## src/rtl/mac_accum_p.sv

```systemverilog
// mac_accum_p: pipelined unsigned multiply-accumulate with saturate/wrap overflow and sample counter
module mac_accum_p #(
  parameter int W_IN        = 8,
  parameter int W_OUT       = 20,
  parameter int MULT_STAGES = 1,
  parameter int SAT         = 1,
  parameter int SQUARE      = 1,
  parameter int W_CNT       = 16
) (
  input  logic             clk,
  input  logic             reset,
  input  logic [W_IN-1:0]  a,
  input  logic [W_IN-1:0]  b,
  input  logic             valid_in,
  input  logic             clear,
  output logic [W_OUT-1:0] f,
  output logic             valid_out,
  output logic             overflow,
  output logic [W_CNT-1:0] count
);
  logic [W_IN-1:0]    a_q, b_q;
  logic               v_q;
  logic [2*W_IN-1:0]  full;
  logic [W_OUT-1:0]   prod, mp;
  logic               mv;
  logic [W_OUT-1:0]   acc_p_q;
  logic               acc_v_q;
  logic [W_OUT:0]     sum;
  logic [W_OUT-1:0]   f_q, f_d;
  logic               vo_q, ovf_q, ovf_d;
  logic [W_CNT-1:0]   cnt_q, cnt_d;
  // input capture: operands load only on valid, valid bit follows valid_in every edge
  always_ff @(posedge clk or negedge reset)
    if (!reset) begin
      a_q <= '0;
      b_q <= '0;
      v_q <= 1'b0;
    end else begin
      v_q <= valid_in;
      if (valid_in) begin
        a_q <= a;
        b_q <= b;
      end
    end
  assign full = {{W_IN{1'b0}}, a_q} * {{W_IN{1'b0}}, (SQUARE != 0) ? a_q : b_q};
  assign prod = W_OUT'(full);
  generate
    if (MULT_STAGES == 0) begin : g_comb
      assign mp = prod;
      assign mv = v_q;
    end else begin : g_pipe
      logic [W_OUT-1:0]       pp_q [MULT_STAGES];
      logic [MULT_STAGES-1:0] pv_q;
      // product delay line, valid travels alongside its data
      always_ff @(posedge clk or negedge reset)
        if (!reset) begin
          for (int i = 0; i < MULT_STAGES; i++) pp_q[i] <= '0;
          pv_q <= '0;
        end else begin
          pp_q[0] <= prod;
          pv_q[0] <= v_q;
          for (int i = 1; i < MULT_STAGES; i++) begin
            pp_q[i] <= pp_q[i-1];
            pv_q[i] <= pv_q[i-1];
          end
        end
      assign mp = pp_q[MULT_STAGES-1];
      assign mv = pv_q[MULT_STAGES-1];
    end
  endgenerate
  // accumulate-stage register holding the product about to be summed
  always_ff @(posedge clk or negedge reset)
    if (!reset) begin
      acc_p_q <= '0;
      acc_v_q <= 1'b0;
    end else begin
      acc_p_q <= mp;
      acc_v_q <= mv;
    end
  assign sum = {1'b0, f_q} + {1'b0, acc_p_q};
  // next sum: clear restarts from the arriving product, carry saturates or wraps
  always_comb begin
    f_d   = clear ? (acc_v_q ? acc_p_q : '0) :
            !acc_v_q ? f_q :
            (sum[W_OUT] && SAT != 0) ? '1 : sum[W_OUT-1:0];
    ovf_d = clear ? 1'b0 : ovf_q | (acc_v_q & sum[W_OUT]);
    cnt_d = clear ? W_CNT'(acc_v_q) :
            (acc_v_q && cnt_q != '1) ? cnt_q + W_CNT'(1) : cnt_q;
  end
  // output registers
  always_ff @(posedge clk or negedge reset)
    if (!reset) begin
      f_q   <= '0;
      vo_q  <= 1'b0;
      ovf_q <= 1'b0;
      cnt_q <= '0;
    end else begin
      f_q   <= f_d;
      vo_q  <= acc_v_q;
      ovf_q <= ovf_d;
      cnt_q <= cnt_d;
    end
  assign f         = f_q;
  assign valid_out = vo_q;
  assign overflow  = ovf_q;
  assign count     = cnt_q;
endmodule

```

## config.mk

```make
export PLATFORM = sky130hd
export DESIGN_NAME = mac_accum_p
export DESIGN_NICKNAME = d
export VERILOG_FILES = /design/src/rtl/mac_accum_p.sv
export SDC_FILE = /design/constraint.sdc
export NUM_CORES = 1
export LEC_CHECK = 0
export BUFFER_PORTS_ARGS = -buffer_cell sky130_fd_sc_hd__buf_2
export CAP_MARGIN = 30
export CORE_ASPECT_RATIO = 1.5
export CORE_MARGIN = 2
export CORE_UTILIZATION = 50
export DETAILED_ROUTE_END_ITERATION = 10
export PLACE_DENSITY = 0.7
export SLEW_MARGIN = 20
export SYNTH_ARGS = -nofsm -noshare
export SYNTH_HDL_FRONTEND = slang
export SYNTH_SLANG_ARGS = --single-unit
```

## constraint.sdc

```tcl
create_clock -name clk -period 5.65 [get_ports clk]
set_clock_uncertainty 0.1 [all_clocks]
set_input_delay 0 -clock clk [delete_from_list [all_inputs] [get_ports clk]]
set_output_delay 0 -clock clk [all_outputs]
set_load 0.005 [all_outputs]
```

==> flow_summary.toml <==
[die]
die_area_mm2 = 0.0117
num_io_pins = 58
dieHeight_um = 131
fp-row-count = 46
start_util_pct = 51.3
core_mm2 = 0.0105
die_x_um = 88.8

[layout]
finish.instance_area_mm2 = 0.00629
finalNonFillerCells = 771
synthToLayoutAreaGrowth_pct = 16.6
drive_above_1_share_pct = 13.2
diodes = 0
nets = 714
fill_cells = 873

[cts]
tritoncts = "done"
ctsHtreeMaxLevel = 3
cts-root-buf = "clkbuf_16"
cts_buffer_depth = 2
clock_sinks = 79
post_cts_buffers = 0
numCtsBuffers = 9
insertion_delay_ns = 0.34
clkTransAtPathRegs_ns = 0.06

[worst_hold_path]
holdCritPathClass = "input pin to flip-flop"

[drt]
vias_per_cell = 5.48
first_iter_violations = 253
wl_per_cell_um = 14.7
vias = 4227
detail_route.first_pass.iterations = 4
drc = 0
drt-total-wl_um = 11400
postRouteAntennaNets = 0

[timing]
max_freq_ghz = 0.209
drv_slew = 0
finalHoldViolations = 0
fin_crit_ns = 4.78
rsz0062_at_grt = "false"
period_share_pct = 84.6
fin_tns_setup_ns = 0
tightest_slew_ns = 0.752
setup_violations = 0
relSlewSlack_pct = 49.4

[synth]
synth_seq_area_share_pct = 36.6
async_flop_share_pct = 100
synthTopCellsByCount = "79 x dfrtp_1, 49 x inv_1, 49 x nor2_1"
yosysTopAreaCell = "dfrtp_1"
synth_top_area_share_pct = 36.6
yosys-top-cells-area = "dfrtp_1 37%, ha_1 11%, fa_1 9.3%, inv_1 3.4%, nor2_1 3.4%"
syn_inst = 552
ys_ff_latch = 79
synth_edf_count = 0
synth-main-ff-cell = "dfrtp_1"
ys_types = 66
syn_area_per_cell_um2 = 9.78
yosys_warnings = 0
syn_area_mm2 = 0.00540
post-synth-top-count-cell = "dfrtp_1"

[pwr]
p_leak_uw = 0.00304
irDropWorstVdd_v = 0.000215
power_density_mw_per_mm2 = 469

[worst_setup_path]
crit_required_ns = 5.76
arrival_ns = 4.89
crit_fanout = 9
critPathCaptureType = "flip-flop"
critPathKind = "flip-flop to flip-flop"
start_kind = "flip-flop"

[global_routing]
grt_pass1_wl_um = 19100
grt_usage_pct = 20.4
grt_start_max_net_pins = 80
antenna_found_initial = 0
grt_pass1_vias = 4306
overflow = 0

[placement]
placedCellCount = 734
dp_hpwl_um = 8330
portBuffers = 49
gp_congestion = 0.870
place_area_mm2 = 0.00578

[run_status]
status = "completed"

[job]
drv_cap = 0
==> power by group <==
group / total (uW) / leakage [uW] / switching, uW / internal, uW
Sequential: 801 / 0.000994 / 89.0 / 712
Clock: 579 / 0.000149 / 227 / 352
Combinational: 1570 / 0.00190 / 881 / 690
Total: 2950 / 0.00304 / 1200 / 1750
==> stage by stage <==
step / worst slack, ns / total power, uW / util, % / hold WS [ns]
after floorplan: 1.31 / 2020 / - / -0.396
after global placement: 1.02 / 2300 / 54.8 / 0.111
after detailed placement: 0.893 / 2360 / 54.8 / 0.115
after CTS: 0.874 / 2970 / 59.7 / 0.0914
after global routing: 0.577 / 3210 / 59.8 / 0.123
final: 0.870 / 2950 / 59.8 / 0.103
==> cell families (layout without fill, tap and decap cells) <==
kind of cell	Yosys count	in the layout	synth area share [%]
and+or+nand+nor	175	175	15.9
AOI/OAI and AO/OA	119	119	15.3
DFF	79	79	36.6
adders and majority gates	71	71	19.9
buffers and inverters	62	136	4.54
xor gates and xnor gates	38	38	6.16
muxes	7	7	1.44
other	1	2	0.0695
==> layout by cell type, fill, tap and decap left out, types with 19 or more instances in the layout <==
master / instances
xor2_1: 19
buf_2: 48
inv_1: 49
nand2_1: 43
dfrtp_1: 79
fa_1: 25
a21oi_1: 28
and2_1: 24
xnor2_1: 19
nor2_1: 49
dlygate4sd3_1: 21
ha_1: 46
==> final timing paths <==
check | from | end | slack (ns) | cells after the start
setup reg to reg | a_q[5]$_DFFE_PN0P_ | g_pipe.pp_q[15]$_DFF_PN0_ | 0.87 | 13
max in group asynchronous | reset | a_q[5]$_DFFE_PN0P_ | 4.80 | 2
hold reg to reg | g_pipe.pp_q[5]$_DFF_PN0_ | acc_p_q[5]$_DFF_PN0_ | 0.24 | 0
setup / recovery | a_q[5]$_DFFE_PN0P_ | g_pipe.pp_q[15]$_DFF_PN0_ | 0.87 | 13
min in group asynchronous | reset | f[14]$_DFFE_PN0P_ | 0.16 | 2
hold / removal | clear | count[2]$_DFFE_PN0P_ | 0.10 | 2
==> routing by layer <==
metal	GRT usage, %	share of wire (%)	up-vias
met1	21.5	38	2071
li1	-	-	2061
met2	38.5	56	71
met4	7.41	2.4	0
met3	3.83	3.0	24
met5	0	0	-
==> flip-flops by register name (all words and copies together) (netlist names) <==
signal,count
acc_p_q,15
count,16
v_q,1
a_q,8
g_pipe.pv_q,1
f,20
g_pipe.pp_q,15
acc_v_q,1
overflow,1
valid_out,1
==> repair_timing <==
| item | 4_1_cts | 5_1_grt |
|---|---|---|
| gates resized for setup | 0 | 0 |
| hold buffers | 21 | 0 |
| hold endpoints to repair | 88 | 0 |
==> area by class of cell <==
type | count | area (um2) | share of cell area (%)
flip-flops and latches | 79 | 1980 | 31.4
multi-input cells | 412 | 3180 | 50.5
repair buffers | 72 | 477 | 7.57
clock inverters | 5 | 57.6 | 0.914
well taps | 144 | 180 | 2.86
clock buffers | 10 | 239 | 3.80
inverters | 49 | 184 | 2.92
==> worst max-delay path, cell delays in order, from the launching register on <==
cell,delay [ns]
dfrtp_1,0.51
inv_1,0.15
nor2_1,0.23
fa_1,0.49
fa_1,0.55
inv_1,0.06
fa_1,0.52
fa_1,0.55
inv_1,0.04
ha_1,0.24
or4_1,0.53
a311oi_1,0.39
a21oi_1,0.14
xnor2_1,0.15
No activity file was read; power rests on OpenSTA's default activity.
